[src/rtl/ps2_scancode_decoder_if.sv]
// Bundles the receiver-facing ingress signals and the event/status egress of the scancode decoder.
// The slave modport is the decoder's view; master is the receiver/consumer side.
interface ps2_scancode_decoder_if #(
  parameter int FIFO_DEPTH = 8,
  parameter int ERR_W      = 8
);
  localparam int LVL_W = $clog2(FIFO_DEPTH) + 1;

  logic [7:0]       ps2_byte;
  logic             ps2_ready;
  logic             ps2_error;
  logic             clear;
  logic             evt_valid;
  logic             evt_ready;
  logic [7:0]       evt_code;
  logic             evt_ext;
  logic             evt_break;
  logic [7:0]       evt_ascii;
  logic             shift_held;
  logic [LVL_W-1:0] fifo_level;
  logic [ERR_W-1:0] err_cnt;
  logic             overflow;

  modport master (
    output ps2_byte, ps2_ready, ps2_error, clear, evt_ready,
    input  evt_valid, evt_code, evt_ext, evt_break, evt_ascii,
           shift_held, fifo_level, err_cnt, overflow
  );

  modport slave (
    input  ps2_byte, ps2_ready, ps2_error, clear, evt_ready,
    output evt_valid, evt_code, evt_ext, evt_break, evt_ascii,
           shift_held, fifo_level, err_cnt, overflow
  );
endinterface

[src/rtl/ps2_scancode_decoder.sv]
// Turns PS/2 Set-2 scancode bytes into press/release key events with ASCII, buffered in a FWFT FIFO.
// Also tracks shift state and counts receiver frame errors.
module ps2_scancode_decoder #(
  parameter int FIFO_DEPTH = 8,
  parameter int ERR_W      = 8
) (
  input logic                   clk,
  input logic                   rst_n,
  ps2_scancode_decoder_if.slave bus
);
  localparam int AW = $clog2(FIFO_DEPTH);
  localparam int LW = AW + 1;

  typedef enum logic [2:0] {IDLE, EXT, BRK, EXTBRK, PAUSE} state_t;

  typedef struct packed {
    logic [7:0] code;
    logic       ext;
    logic       brk;
    logic [7:0] ascii;
  } evt_t;

  logic             ready_s1;
  logic             ready_s2;
  logic             ready_s3;
  logic             strobe;
  state_t           state;
  logic [2:0]       pcnt;
  logic             gen;
  logic             gen_ext;
  logic             gen_brk;
  logic             shift_l;
  logic             shift_r;
  evt_t             entry;
  evt_t             head;
  evt_t             mem [FIFO_DEPTH];
  logic [AW-1:0]    wr_ptr;
  logic [AW-1:0]    rd_ptr;
  logic [LW-1:0]    count;
  logic             full;
  logic             pop;
  logic             do_push;
  logic             drop;
  logic [ERR_W-1:0] err_cnt_q;
  logic             overflow_q;

  function automatic logic [7:0] key_ascii(input logic [7:0] code, input logic shift);
    logic [7:0] a;
    a = 8'h00;
    case (code)
      8'h1C: a = "a";  8'h32: a = "b";  8'h21: a = "c";  8'h23: a = "d";
      8'h24: a = "e";  8'h2B: a = "f";  8'h34: a = "g";  8'h33: a = "h";
      8'h43: a = "i";  8'h3B: a = "j";  8'h42: a = "k";  8'h4B: a = "l";
      8'h3A: a = "m";  8'h31: a = "n";  8'h44: a = "o";  8'h4D: a = "p";
      8'h15: a = "q";  8'h2D: a = "r";  8'h1B: a = "s";  8'h2C: a = "t";
      8'h3C: a = "u";  8'h2A: a = "v";  8'h1D: a = "w";  8'h22: a = "x";
      8'h35: a = "y";  8'h1A: a = "z";
      8'h45: a = "0";  8'h16: a = "1";  8'h1E: a = "2";  8'h26: a = "3";
      8'h25: a = "4";  8'h2E: a = "5";  8'h36: a = "6";  8'h3D: a = "7";
      8'h3E: a = "8";  8'h46: a = "9";
      8'h29: a = 8'h20;
      8'h5A: a = 8'h0D;
      8'h66: a = 8'h08;
      8'h0D: a = 8'h09;
      default: a = 8'h00;
    endcase
    if (shift && (a >= "a") && (a <= "z")) begin
      a = a - 8'h20;
    end
    return a;
  endfunction

  // ps2_ready is a level from another timing domain; only its rising edge marks a new byte
  always_ff @(posedge clk or negedge rst_n) begin
    if (!rst_n) begin
      ready_s1 <= 1'b0;
      ready_s2 <= 1'b0;
      ready_s3 <= 1'b0;
    end else begin
      ready_s1 <= bus.ps2_ready;
      ready_s2 <= ready_s1;
      ready_s3 <= ready_s2;
    end
  end

  assign strobe = ready_s2 & ~ready_s3;

  always_ff @(posedge clk or negedge rst_n) begin
    if (!rst_n) begin
      state <= IDLE;
      pcnt  <= 3'd0;
    end else if (strobe) begin
      if (bus.ps2_error) begin
        state <= IDLE;
      end else begin
        case (state)
          IDLE: begin
            case (bus.ps2_byte)
              8'hE0: state <= EXT;
              8'hF0: state <= BRK;
              8'hE1: begin
                state <= PAUSE;
                pcnt  <= 3'd7;
              end
              default: state <= IDLE;
            endcase
          end
          EXT:         state <= (bus.ps2_byte == 8'hF0) ? EXTBRK : IDLE;
          BRK, EXTBRK: state <= IDLE;
          PAUSE: begin
            pcnt <= pcnt - 3'd1;
            if (pcnt == 3'd1) begin
              state <= IDLE;
            end
          end
          default:     state <= IDLE;
        endcase
      end
    end
  end

  // Event generation for the byte on the current strobe; the pause prefix itself is the only pause event
  always_comb begin
    gen     = 1'b0;
    gen_ext = 1'b0;
    gen_brk = 1'b0;
    if (strobe && !bus.ps2_error) begin
      case (state)
        IDLE: begin
          case (bus.ps2_byte)
            8'hE0, 8'hF0, 8'hAA, 8'hFA, 8'hEE, 8'hFE, 8'h00, 8'hFF: gen = 1'b0;
            default: gen = 1'b1;
          endcase
        end
        EXT: begin
          if ((bus.ps2_byte != 8'hF0) && (bus.ps2_byte != 8'hE0) && (bus.ps2_byte != 8'hE1)) begin
            gen     = 1'b1;
            gen_ext = 1'b1;
          end
        end
        BRK: begin
          gen     = 1'b1;
          gen_brk = 1'b1;
        end
        EXTBRK: begin
          gen     = 1'b1;
          gen_ext = 1'b1;
          gen_brk = 1'b1;
        end
        default: gen = 1'b0;
      endcase
    end
  end

  always_comb begin
    entry.code  = bus.ps2_byte;
    entry.ext   = gen_ext;
    entry.brk   = gen_brk;
    entry.ascii = gen_ext ? 8'h00 : key_ascii(bus.ps2_byte, shift_l | shift_r);
  end

  always_ff @(posedge clk or negedge rst_n) begin
    if (!rst_n) begin
      shift_l <= 1'b0;
      shift_r <= 1'b0;
    end else if (gen && !gen_ext) begin
      if (bus.ps2_byte == 8'h12) begin
        shift_l <= ~gen_brk;
      end
      if (bus.ps2_byte == 8'h59) begin
        shift_r <= ~gen_brk;
      end
    end
  end

  assign full    = (count == LW'(FIFO_DEPTH));
  assign pop     = bus.evt_valid & bus.evt_ready;
  assign do_push = gen & (~full | pop);
  assign drop    = gen & full & ~pop;

  always_ff @(posedge clk) begin
    if (do_push) begin
      mem[wr_ptr] <= entry;
    end
  end

  // A pop frees the slot this cycle, so a push into a full FIFO with a pop is never dropped
  always_ff @(posedge clk or negedge rst_n) begin
    if (!rst_n) begin
      wr_ptr <= '0;
      rd_ptr <= '0;
      count  <= '0;
    end else begin
      if (do_push) begin
        wr_ptr <= wr_ptr + AW'(1);
      end
      if (pop) begin
        rd_ptr <= rd_ptr + AW'(1);
      end
      case ({do_push, pop})
        2'b10:   count <= count + LW'(1);
        2'b01:   count <= count - LW'(1);
        default: count <= count;
      endcase
    end
  end

  always_ff @(posedge clk or negedge rst_n) begin
    if (!rst_n) begin
      err_cnt_q  <= '0;
      overflow_q <= 1'b0;
    end else if (bus.clear) begin
      err_cnt_q  <= '0;
      overflow_q <= 1'b0;
    end else begin
      if (strobe && bus.ps2_error && !(&err_cnt_q)) begin
        err_cnt_q <= err_cnt_q + ERR_W'(1);
      end
      if (drop) begin
        overflow_q <= 1'b1;
      end
    end
  end

  assign head           = mem[rd_ptr];
  assign bus.evt_valid  = (count != '0);
  assign bus.evt_code   = bus.evt_valid ? head.code  : 8'h00;
  assign bus.evt_ext    = bus.evt_valid ? head.ext   : 1'b0;
  assign bus.evt_break  = bus.evt_valid ? head.brk   : 1'b0;
  assign bus.evt_ascii  = bus.evt_valid ? head.ascii : 8'h00;
  assign bus.shift_held = shift_l | shift_r;
  assign bus.fifo_level = count;
  assign bus.err_cnt    = err_cnt_q;
  assign bus.overflow   = overflow_q;
endmodule

[src/flat_wrapper.sv]
// flat-port wrapper written by rule: the top's interface ports become plain ports
module ps2_scancode_decoder_flat 
#(
  parameter int FIFO_DEPTH = 8,
  parameter int ERR_W      = 8
)
  (clk, rst_n, bus_ps2_byte, bus_ps2_ready, bus_ps2_error, bus_clear, bus_evt_ready, bus_evt_valid, bus_evt_code, bus_evt_ext, bus_evt_break, bus_evt_ascii, bus_shift_held, bus_fifo_level, bus_err_cnt, bus_overflow);
  ps2_scancode_decoder_if #(.FIFO_DEPTH(FIFO_DEPTH), .ERR_W(ERR_W)) bus_i ();
  input logic clk;
  input logic rst_n;
  input wire logic [$bits(bus_i.ps2_byte)-1:0] bus_ps2_byte;
  input wire logic [$bits(bus_i.ps2_ready)-1:0] bus_ps2_ready;
  input wire logic [$bits(bus_i.ps2_error)-1:0] bus_ps2_error;
  input wire logic [$bits(bus_i.clear)-1:0] bus_clear;
  input wire logic [$bits(bus_i.evt_ready)-1:0] bus_evt_ready;
  output wire logic [$bits(bus_i.evt_valid)-1:0] bus_evt_valid;
  output wire logic [$bits(bus_i.evt_code)-1:0] bus_evt_code;
  output wire logic [$bits(bus_i.evt_ext)-1:0] bus_evt_ext;
  output wire logic [$bits(bus_i.evt_break)-1:0] bus_evt_break;
  output wire logic [$bits(bus_i.evt_ascii)-1:0] bus_evt_ascii;
  output wire logic [$bits(bus_i.shift_held)-1:0] bus_shift_held;
  output wire logic [$bits(bus_i.fifo_level)-1:0] bus_fifo_level;
  output wire logic [$bits(bus_i.err_cnt)-1:0] bus_err_cnt;
  output wire logic [$bits(bus_i.overflow)-1:0] bus_overflow;
  assign bus_i.ps2_byte = bus_ps2_byte;
  assign bus_i.ps2_ready = bus_ps2_ready;
  assign bus_i.ps2_error = bus_ps2_error;
  assign bus_i.clear = bus_clear;
  assign bus_i.evt_ready = bus_evt_ready;
  assign bus_evt_valid = bus_i.evt_valid;
  assign bus_evt_code = bus_i.evt_code;
  assign bus_evt_ext = bus_i.evt_ext;
  assign bus_evt_break = bus_i.evt_break;
  assign bus_evt_ascii = bus_i.evt_ascii;
  assign bus_shift_held = bus_i.shift_held;
  assign bus_fifo_level = bus_i.fifo_level;
  assign bus_err_cnt = bus_i.err_cnt;
  assign bus_overflow = bus_i.overflow;
  ps2_scancode_decoder #(.FIFO_DEPTH(FIFO_DEPTH), .ERR_W(ERR_W)) u_core (.clk(clk), .rst_n(rst_n), .bus(bus_i));
endmodule
[config.mk]
export PLATFORM = sky130hd
export DESIGN_NAME = ps2_scancode_decoder_flat
export DESIGN_NICKNAME = d
export VERILOG_FILES = /design/src/rtl/ps2_scancode_decoder_if.sv /design/src/rtl/ps2_scancode_decoder.sv /design/src/flat_wrapper.sv
export SDC_FILE = /design/constraint.sdc
export NUM_CORES = 1
export LEC_CHECK = 0
export CAP_MARGIN = 10
export CELL_PAD_IN_SITES_DETAIL_PLACEMENT = 1
export CELL_PAD_IN_SITES_GLOBAL_PLACEMENT = 2
export CORE_MARGIN = 2
export CORE_UTILIZATION = 43
export DETAILED_ROUTE_END_ITERATION = 7
export GPL_TIMING_DRIVEN = 0
export PLACE_DENSITY = 0.86
export SKIP_CTS_REPAIR_TIMING = 1
export SLEW_MARGIN = 20
export SYNTH_ARGS = -nofsm -noshare
export SYNTH_HDL_FRONTEND = slang
export SYNTH_SLANG_ARGS = --single-unit
[constraint.sdc]
create_clock -name clk -period 5.3 [get_ports clk]
set_input_delay 0.53 -clock clk [delete_from_list [all_inputs] [get_ports clk]]
set_output_delay 0.53 -clock clk [all_outputs]
set_load 0.01 [all_outputs]
# --- Yosys cells after proc, flatten, opt, wreduce, memory -nomap -nowiden ---
# Memory sizes are Yosys's and may differ from the RTL's.
# Cells that the tools add are included.
word_totals:
  romBits: 896
  wordCells: 112
  ff_bits: 30
  n_memories: 2
  ramBits: 144
  output_inout_bits: 33
memory_table:
  columns: ["memory", "words", "word_bits", "read_ports", "rd_clocked_by_memory_dff", "write_ports", "line_no", "text"]
  rows:
  - ["(name not given)", 128, 7, 1, 0, 0, "ps2_scancode_decoder.sv:50", "case (code)"]
  - ["u_core.mem", 8, 18, 1, 0, 1, "ps2_scancode_decoder.sv:36", "evt_t mem [FIFO_DEPTH];"]
classes:
  n_bitwise: 12
  n_lt_le_gt_ge: 2
  n_addsub: 7
  n_reduce_logical: 25
  mux: 29
  eq_ne: 23
ops:
  columns: ["cell", "count"]
  rows:
  - ["== test 8 bit, second input constant", 8]
  - ["two-way mux 8 bit", 7]
  - ["inequality test 8 bit, second input constant", 3]
  - ["case mux 3 bit (3 select lines)", 2]
  - ["two-way mux 1 bit", 12]
  - ["two-way mux 3 bit", 3]
  - ["adder 8 x 1 -> 8 bit, second input constant", 1]
  - ["== test 8 x 5 -> 1 bit, second input constant", 1]
  - ["== test 8 x 7 -> 1 bit, second input constant", 1]
  - [">= comparator 8 x 7 -> 1 bit, second input constant", 1]
  - ["less-or-equal comparator 8 x 7 -> 1 bit, second input constant", 1]
  - ["logical AND 1 bit", 8]
  - ["zero test 8 bit", 1]
  - ["case mux 4 bit (2 select lines)", 1]
  - ["AND reduction 8 bit", 1]
  - ["nonzero test 2 bit", 4]
  - ["OR reduction 8 bit", 1]
  - ["subtractor 8 x 6 -> 8 bit, second input constant", 1]
  - ["adder 3 x 1 -> 3 bit, second input constant", 2]
  - ["== test 3 x 1 -> 1 bit, second input constant", 2]
  - ["== test 3 x 2 -> 1 bit, second input constant", 2]
  - ["case mux 3 bit (2 select lines)", 1]
  - ["AND reduction 2 bit", 3]
  - ["bitwise AND 1 bit", 5]
  - ["other kinds (19)", 26]

# --- Depth between registers and ports, before layout ---
# Gate-level depths: netlist of the first run.
logic_depth:
  ltp_word: 10
  ltp_mapped: 13
  depth_no_buf: 13

# --- Least setup slack after synthesis of the first run ---
# OpenSTA, ideal clock, no wires.
synth_path:
  path_type: "input-to-reg"
  startpoint: "input bus_ps2_byte[0]"
  endpoint: "memory u_core.mem[2][0] (netlist bit), enable pin"
  path_stages: 8
  arrival_ps: 3634
  path_buffers: 0
  slack_ps: 1221
  t_required_ps: 4854
  cell_sequence: "inv_1 ha_1 and3_1 nand3_1 nand4_1 a21oi_2 nand2_1 nor4b_1"
synth_via:
  elab_chain_cells: 9
  elab_cells_between_ends: 21
synth_lines:
  columns: ["item", "line_no", "text"]
  rows:
  - ["start: declaration", "flat_wrapper.sv:11", "input wire logic [$bits(bus_i.ps2_byte)-1:0] bus_ps2_byte;"]
  - ["parallel branches: the longest is 4 deep, another holds == test 8 bit", null, null]
  - ["case mux 1 bit (3 select lines) *", "ps2_scancode_decoder.sv:128", "case (state)"]
  - ["two-way mux 1 bit *", "ps2_scancode_decoder.sv:127", "if (strobe && !bus.ps2_error) begin"]
  - ["bitwise AND 1 bit *", "ps2_scancode_decoder.sv:178", "assign do_push = gen & (~full | pop);"]
  - ["two-way mux 1 bit *", "ps2_scancode_decoder.sv:182", "if (do_push) begin"]
  - ["two-way mux 1 bit (implied by the code) *", "ps2_scancode_decoder.sv:183", "mem[wr_ptr] <= entry;"]
  - ["end: declaration", "ps2_scancode_decoder.sv:36", null]
# Every way passes the cells marked *.

==> results.txt, run 1 <==
* Drt initial violations: roughly 260
- Count of max-cap constraint violations: 0
- Leakage dissipation: around 0.0034 uW
- Proportion of synthesized chip area in sequential cells: 0.628
* Number of antenna-violating nets in the routed design: 0
- The worst setup path is captured at a flop.
- Warnings from Yosys: 0
- The worst-case IR drop observed on VDD is around 0.00027 V.
- Maximum net fanout on the critical path: 19
- Summing over every cut layer, the via total after detailed routing is slightly above 5000.
* Number of different library cells in the post-synthesis netlist: between 60 and 70
- The repair_antennas step left the layout with diodes totalling 0.
- Worst clock skew: roughly 13 ps
- Largest net degree at the start of global routing: 31
* Number of global-route vias before repair: 5368
* Actual slew at the worst max-slew pin: approximately 1100 ps
* Run status: complete, no violations
- The critical path contains buffers and inverters numbering 3 combined.
- Worst min-delay path class: in -> async
- The initialized floorplan defines 50 standard-cell rows.
* Full die area: 0.0199 mm2
- The initial utilization of the core area, before any placement, comes to 0.435.
* Die W: roughly 140 um
- Count of flip-flops with a built-in enable after synthesis: approximately 140
- With fillers left out, the area of the finished cells amounts to between 0.009 and 0.01 mm2.
- Count of clock tree sinks: roughly 170
- FF+latch count, synth: 174
- The first global-routing pass estimated 32000 um of wire.
- Worst max-slew margin expressed relative to the limit: 0.286
- In the synthesized netlist, the number of instances is about 560.
- Syn Nets: a little under 600
* Synth area leaders: edfxtp_1 (53%), mux4_2 (10%), dfrtp_1 (9.3%)
- # IOs: 47
- Worst hold margin: around 140 ps
- Total core area: approximately 0.019 mm2
* GP Congestion: 0.914
* DPL Wire Length: about 15000 um
- The share of synthesized area in the top cell type comes to 0.535.
- Capture point of the critical path: u_core.mem[6][6]
* Register-to-Register Path Depth: 8
- P&R area growth vs syn: 18.7%
* Final Util: 0.517
- Mean post-synth cell area: around 15 um2
* Data arrival time at the worst-slack endpoint: ~4600 ps
- Fill count: ~1800
- Vias per cell: approximately 6
* Clock Tree Root: clkbuf_16
- Reg-to-reg critical path startpoint: u_core.state[2]
* Post-layout min period: between 4000 and 5000 ps
- Count of input and output buffers: 45
- Setup total negative slack: 0 ps
- Worst Setup Start Kind: input pin
* Startpoint-to-endpoint class of the critical path: in -> reg
- The critical path goes through clkdlybuf4s50_1 > inv_1 > ha_1 > clkbuf_1 > mux2_4 > a211oi_2 > nor3_1 > a32oi_2 > nand3_1 > o2111a_1 > a311oi_2.
- Maximum number of buffers from clock root to sink: 2
* Highest achievable clock rate: ~0.23 GHz
* Number of failing setup endpoints in the final timing report: 0
* Largest stage delay on the critical path: slightly above 1000 ps
- After detailed routing, the average wire length per cell comes to 23.7 um.
- Setup repair after global routing missed its margin: false
* Cell taking the most area after synthesis: edfxtp_1
- Count of pins over their slew limit: 0
- The die is 141 um tall.
* Standard cell area after detailed placement: ~0.0090 mm2
* Clock-pin transition on the worst setup and hold timing paths: roughly 70 ps
- Global routing finished with a remaining overflow of 0.
- The synthesized netlist occupies a cell area of 0.00809 mm2.
- After synthesis, the share of flip-flops with an asynchronous set or reset is 0.172.
* TritonCTS clock tree: built
- For this run, the post-layout net count is about 670.
- CTS Buf Count: 17
- Data on the critical path is required at its endpoint by 5430 ps.
* First-pass iteration count of the detailed router: 5
- All-layer global routing usage: 0.218
- For this run, design rule violations remaining after detail routing come to 0.
* Depth of the CTS H-tree: 4
- Across all register-to-register paths, the minimum setup slack is about 2100 ps.
- The routed design has 21000 um of wire.
- Dividing the final minimum period by the clock period gives 0.836.
* Top FF cell, synth: edfxtp_1
* Number of gates on the worst path with buffers counted: 11
* Initial antenna violation count: 0
- Of the cells placed in the final design, the portion with a size suffix greater than 1 is 0.191.
* Category of cells accounting for the largest share of critical-path delay: buffers and inverters
- The most critical setup path has its startpoint at bus_ps2_byte[1].
- Among all stages on the critical path, the largest delay is contributed by clkdlybuf4s50_1.
* Power Dens Cells: 441 mW/mm2
- Clock insertion delay at the later pin of the skew report: approximately 430 ps
* FF-to-FF End: u_core.mem[6][3]
* Final hold violation count: 0
## area by class of cell
class,instances,area (um2),area share
flip-flops and latches,174,5070,0.529
multi-input cells,335,2850,0.297
repair buffers,62,581,0.0605
clock buffers,18,429,0.0447
well taps,234,293,0.0305
clock inverters,14,158,0.0164
plain buffers,31,156,0.0163
inverters,16,60.1,0.00626
## placed cells by master, fill, tap and decap left out, types with 16 or more instances in the layout
master and instances:
nor2_1 43, edfxtp_1 144, clkbuf_16 17, buf_2 18
a21oi_1 16, nand2_1 37, dfrtp_1 30, clkdlybuf4s50_1 44
mux4_2 36, inv_1 16, mux2i_1 22
## flip-flops by register name, summed over array words and instances, names as in the netlist
register,cells
u_core.mem,144
u_core.shift_r,1
u_core.ready_s2,1
u_core.bus.overflow,1
u_core.ready_s1,1
u_core.pcnt,3
u_core.bus.err_cnt,8
u_core.wr_ptr,3
u_core.bus.fifo_level,4
u_core.shift_l,1
u_core.rd_ptr,3
u_core.state,3
u_core.ready_s3,1
## per-layer routing
| metal | up-vias | global-route usage | share of wire |
|---|---|---|---|
| met1 | 2714 | 0.288 | 0.43 |
| met5 | - | 0 | 0 |
| li1 | 2322 | - | - |
| met2 | 120 | 0.371 | 0.51 |
| met3 | 28 | 0.0353 | 0.036 |
| met4 | 0 | 0.0721 | 0.019 |
## stage by stage
stage	setup WS, ps	total power [uW]	std cells
2_1_floorplan	1220	2460	556
3_3_place_gp	-1780	2950	835
3_5_place_dp	125	3030	852
4_1_cts	572	4280	884
5_1_grt	643	4420	884
6_report	867	4240	884
## kinds of logic after synthesis
kind of cell	share of synthesized area
flops	0.628
mux	0.135
fa+ha+maj	0.0257
xor+xnor	0.0141
compound gates	0.0678
buf+inv	0.0268
simple gates	0.103
## power by group
part           total, uW  switching (uW)  internal (uW)
sequential          1630            60.4           1560
clock               1250             546            703
combinational       1360             684            678
total               4240            1290           2950
## cell usage after synthesis, drive strengths merged (5+ instances only)
master	count
mux4	36
nand2b	5
clkbuf	14
a31oi	9
and2	6
or3	5
inv	16
edfxtp	144
a21oi	18
o211ai	9
nand4	9
nor2b	10
o21ai	16
nand2	38
ha	15
xnor2	8
buf	17
dfrtp	30
nor2	45
xor2	5
nand3	15
nor3	7
mux2i	22
mux2	5
## worst min-delay path by stage
stage | startpoint | to | slack, ps | depth (start not counted)
detailed placement | u_core.ready_s1 | u_core.ready_s2 | 350 | 0
finish | rst_n | u_core.bus.err_cnt[0] | 140 | 1
CTS | rst_n | u_core.bus.err_cnt[0] | 150 | 1
global route | rst_n | u_core.bus.err_cnt[0] | 190 | 1
global placement | u_core.ready_s1 | u_core.ready_s2 | 340 | 0
floorplan | rst_n | u_core.bus.err_cnt[0] | 230 | 0
No activity file was read; power rests on OpenSTA's default activity.
==> run 2: changes to the inputs <==
==> constraint.sdc (replaced) <==
create_clock -name clk -period 4.2 [get_ports clk]
set_input_delay 0.42 -clock clk [delete_from_list [all_inputs] [get_ports clk]]
set_output_delay 0.42 -clock clk [all_outputs]
set_load 0.01 [all_outputs]
==> results.txt, run 2 (same netlist as run 1, synthesis figures left out) <==
* TritonCTS clock tree: built
* Antenna diodes: 0
- Actual slew at the worst max-slew pin: around 1100 ps
* Part of the power in the clock network: 0.295
- More flip-flops sit in one register than any other, and that register is u_core.mem.
- Setup repair after global routing could not meet its margin everywhere.
- By instance count, the cell type seen most on the critical path is buf_6.
- The worst register-to-register path begins at u_core.state[2].
- Largest stage delay on the critical path: between 800 and 900 ps
- Initial antenna violation count: 0
- Count of pins over their slew limit: 0
- Setup total negative slack: 0 ps
- Startpoint-to-endpoint class of the critical path: in -> reg
- Layout Cells excl Fill: between 800 and 900
* Run status: complete, no violations
* Largest net degree at the start of global routing: 31
- Wire length of the first global-routing pass: around 32000 um
- Count of max-cap constraint violations: 0
* Post-route fraction of the period consumed by the critical path: 0.961
- Final Util: 0.517
- From left edge to right edge, the die measures ~140 um.
* First-pass iteration count of the detailed router: 4
- The internal power of the cells totals 3720 uW.
- Cell-by-cell listing of the critical path: clkdlybuf4s50_1 > inv_1 > ha_1 > and3_1 > nand3_1 > nand4_1 > a21oi_2 > and2_1 > nand2_1 > nor3b_2 > buf_6 > buf_6
- Critical Path Sink Type: flop
- The detailed router finished its first iteration with 252 violations.
* Leakage dissipation: 0.00340 uW
- Post-layout min period: 4040 ps
* GP Congestion: 0.914
* Met1 layer wirelength in the final routing: just over 9000 um
- Area taken by flip-flops and latches: a little over 0.005 mm2
* Highest achievable clock rate: ~0.25 GHz
* Depth of the CTS H-tree: 4
- Largest register FFs: roughly 140
- Ratio of cells with drive above 1 in the final layout: 0.191
* Total congestion overflow after global routing: 0
- The min-delay analysis places its worst path in the category in -> async.
* Fill count: between 1500 and 2000
- Grouping stages by cell kind, the critical path spends the most delay in simple AND/OR/NAND/NOR gates.
- Before CTS, the worst setup slack after placement is -865 ps.
- For this run, the total global-route usage over all layers was measured as 0.218.
- In this run the power density over the cells is ~560 mW/mm2.
- Multi-input gate area: 0.00285 mm2
- Most frequent cells in the layout: edfxtp_1 (144), nor2_1 (43), clkdlybuf4s50_1 (43)
- Sequential power share: 0.384
* CTS Buf Count: 17
* Standard cell area after detailed placement: roughly 0.0090 mm2
* Number of failing setup endpoints in the final timing report: 0
* Count of input and output buffers: 45
- Compared with the post-synthesis result, the final layout area differs by 18.7%.
- Detailed routing placed a total of about 670 um of wire on met3.
- Worst max-slew margin expressed relative to the limit: 0.286
* Count of clock tree sinks: 174
- Of all nets on the critical path, the largest fanout is 13.
* Total vias in the final route: a little over 5000
- Initial standard-cell utilization of the core: 0.435
- Sw Share: 0.305
- The later pin in the worst-skew pair is clocked with a latency of 430 ps.
- Maximum number of buffers from clock root to sink: 2
* IR Drop Worst-Case VDD: between 0.0003 and 0.0004 V
- The net count of the finished layout is around 670.
- Dividing the detail-routed via count by the number of cells gives 5.87.
- DPL Wire Length: between 10000 and 15000 um
* Count of buffer and inverter cells on the critical path: 4
* Placement row count: 50
* Worst clock skew: between 10 and 15 ps
- STA classifies the critical path startpoint as an input pin.
- The cell sitting at the root of the clock tree is a clkbuf_16.
- Pin placement for this block handled 47 I/O pins.
- Most common cell after layout, fill and taps aside: edfxtp_1
- Slack of the critical path: around 160 ps
- Data arrival time at the worst-slack endpoint: approximately 4200 ps
* Clock-pin transition on the worst setup and hold timing paths: about 70 ps
- Comb pwr share: 0.321
- Drt drc: 0
* Met2 routed WL: 10800 um
* Chip Height: ~140 um
* Number of global-route vias before repair: roughly 5400
- Worst path required time: 4340 ps
* Aggregate routed wire length: 21000 um
- The detailed router used layers up to and including met4.
* Inst Count DP: 852
- Finished Cell Area: roughly 0.0096 mm2
- The analysis attributes to net switching a power of 1630 uW.
* Number of antenna-violating nets in the routed design: 0
* Final hold violation count: 0
- The die covers about 0.02 mm2.
- Post-DR wirelength/cell: 23.7 um
* Slowest CP cell: clkdlybuf4s50_1
* Start point of the critical path: bus_ps2_byte[0]
- Total core area: roughly 0.019 mm2
==> run 2: cell count changes in the layout (fill, tap and decap cells not counted), sizes merged <==
cell / before / now
clkdlybuf4s50: 44 / 43
dlymetal6s2s: 0 / 1
==> run 2: layer usage <==
metal  global-route usage  up-vias
met5                    0        -
met4               0.0721        0
met3               0.0353       28
met2                0.371      108
met1                0.288     2731
li1                     -     2321
==> run 2: worst reg2reg max path, delay by kind of cell (launching register included) <==
kind,cells,cell delay (ps)
flip-flops,1,360
AND/OR/NAND/NOR,4,1610
buffers and inverters,3,610
AO/OA/AOI/OAI,1,320
==> run 2: power by group through the flow <==
stage | clock network [uW] | registers, uW | logic (uW)
2_1_floorplan | 0 | 2070 | 1030
3_3_place_gp | 0 | 2070 | 1650
3_5_place_dp | 0 | 2090 | 1730
4_1_cts | 1600 | 2050 | 1750
5_1_grt | 1670 | 2060 | 1850
6_report | 1580 | 2050 | 1720
==> run 2: area by class of cell <==
type,count,area share
sequential,174,0.529
multi-input combinational,335,0.296
timing repair buffer,62,0.0607
clock buffer,18,0.0447
tap,234,0.0305
clock inverter,14,0.0164
buffer,31,0.0163
inverter,16,0.00626
==> run 2: worst paths after layout <==
path                                    endpoint  slack (ps)  cells past startpoint
hold / removal             u_core.bus.err_cnt[0]          30                      1
max in group asynchronous       u_core.wr_ptr[1]        3710                      1
setup reg to reg                u_core.mem[6][0]        1020                      8
setup / recovery                u_core.mem[6][0]         160                     12
min in group clk           u_core.bus.err_cnt[4]         360                      2
hold reg to reg                  u_core.ready_s2         360                      0
==> run 2: metrics by stage <==
stage               hold WS (ps)  total power [uW]
floorplan                    124              3100
global placement             338              3730
detailed placement           350              3820
CTS                         37.5              5400
global route                75.9              5580
finish                      27.1              5350
==> RTL change: new RTL, settings of run 1 <==
`FIFO_DEPTH` is set to 8 in 3 places; all go to 16.
--- a/src/rtl/ps2_scancode_decoder_if.sv
+++ b/src/rtl/ps2_scancode_decoder_if.sv
@@ -1,7 +1,7 @@
 // Bundles the receiver-facing ingress signals and the event/status egress of the scancode decoder.
 // The slave modport is the decoder's view; master is the receiver/consumer side.
 interface ps2_scancode_decoder_if #(
-  parameter int FIFO_DEPTH = 8,
+  parameter int FIFO_DEPTH = 16,
   parameter int ERR_W      = 8
 );
   localparam int LVL_W = $clog2(FIFO_DEPTH) + 1;
--- a/src/rtl/ps2_scancode_decoder.sv
+++ b/src/rtl/ps2_scancode_decoder.sv
@@ -1,7 +1,7 @@
 // Turns PS/2 Set-2 scancode bytes into press/release key events with ASCII, buffered in a FWFT FIFO.
 // Also tracks shift state and counts receiver frame errors.
 module ps2_scancode_decoder #(
-  parameter int FIFO_DEPTH = 8,
+  parameter int FIFO_DEPTH = 16,
   parameter int ERR_W      = 8
 ) (
   input logic                   clk,
--- a/src/flat_wrapper.sv
+++ b/src/flat_wrapper.sv
@@ -1,7 +1,7 @@
 // flat-port wrapper written by rule: the top's interface ports become plain ports
 module ps2_scancode_decoder_flat 
 #(
-  parameter int FIFO_DEPTH = 8,
+  parameter int FIFO_DEPTH = 16,
   parameter int ERR_W      = 8
 )
   (clk, rst_n, bus_ps2_byte, bus_ps2_ready, bus_ps2_error, bus_clear, bus_evt_ready, bus_evt_valid, bus_evt_code, bus_evt_ext, bus_evt_break, bus_evt_ascii, bus_shift_held, bus_fifo_level, bus_err_cnt, bus_overflow);
Ports: changed (resized bus_fifo_level); port bits go from 47 to 48. No check against the original RTL was run, so the function may have changed too.
==> RTL change against run 1 <==
- setup slack got worse by 260 ps
- die area rose by 70%
- sequential cell count grew 147
- synthesized area increased by 72%
- power up 80%
- via count increased by 49%
- wire length up 68%
- cell area grew 70%
- utilization is 0.24 points lower
- critical endpoint is now u_core.mem[2][17]
==> RTL change: results (changes against run 1) <==
{| class="wikitable"
! Metric !! Value
|-
| Routed met3 length || 1633 um (was 756 um)
|-
| Global-route total usage across every layer || 21.70% (was 21.81%)
|-
| Global Route met2 Usage || 36.15% (was 37.10%)
|-
| Clock network fraction of design power || 30.9% (was 29.5%)
|-
| Maximum root-to-sink buffer count || 3 (was 2)
|-
| Clock latency on the worst-skew pair || 530 ps (was 430 ps)
|-
| Number of enable-type register cells in the synthesized netlist || 288 (was 144)
|-
| Cell Area, Placed || 0.01520 sq mm (was 0.009006 sq mm)
|-
| Ys async rst share || 10.28% (was 17.24%)
|-
| Placed insts || 1243 (was 852)
|-
| Port bufs || 46 (was 45)
|-
| Reg2reg start || u_core.state[1] (was u_core.state[2])
|-
| Worst r2r dst || u_core.mem[2][17] (was u_core.mem[6][3])
|-
| Max FFs per register || 288 (was 144)
|-
| Maximum level of the CTS H-tree || 2 (was 4)
|-
| Worst clock skew || 26.80 ps (was 12.91 ps)
|-
| Part of the total power dissipated in combinational logic || 30.8% (was 32.1%)
|-
| Final non-filler cell total || 1304 (was 884)
|-
| Largest cells by area after synthesis || edfxtp_1, mux4_2, dfrtp_1 (unchanged)
|-
| Global routing met3 resource utilization || 3.546% (was 3.533%)
|-
| Hold slack || 350.5 ps (was 136.5 ps)
|-
| Post-synthesis cell type count || 75 (was 66)
|-
| Total Nets Final || 913 (was 667)
|-
| Worst-case vdd ir drop || 210.1 uV (was 266.7 uV)
|-
| Status || finished clean (unchanged)
|-
| First-pass GRT wire length || 53370 um (was 32020 um)
|-
| Final-layout fill cell count || 2931 (was 1816)
|-
| Least-Margin Pin Slew || 1127 ps (was 1071 ps)
|-
| Most instantiated cells after synthesis || edfxtp_1, mux4_2, nor2_1 (was edfxtp_1, nor2_1, nand2_1)
|-
| Met1 Resource Use GR || 28.85% (was 28.75%)
|}
## RTL change: area by class of cell
class                      instances  share of cell area [%]
buffer                            45                   1.512
sequential                       321                   58.10
timing repair buffer              64                   4.097
inverter                          20                  0.4604
multi-input combinational        392                   26.02
tap                              402                   3.084
clock inverter                    20                   1.243
clock buffer                      40                   5.486
## RTL change: worst reg2reg max path: cells and delay by family (launching register included)
| family | cells | cell delay, ps |
|---|---|---|
| DFF | 1 | 360 |
| buffers and inverters | 3 | 730 |
| and+or+nand+nor | 3 | 1240 |
| AOI/OAI and AO/OA | 3 | 670 |
## RTL change: cells by family (layout without fill, tap and decap cells)
group | Yosys count | after routing | synth area share (%)
AOI/OAI and AO/OA | 93 | 93 | 4.748
xor gates and xnor gates | 17 | 17 | 1.070
adders and majority gates | 21 | 21 | 1.942
buffers and inverters | 65 | 189 | 2.293
DFF | 321 | 321 | 68.08
muxes | 98 | 98 | 15.35
and+or+nand+nor | 163 | 163 | 6.518
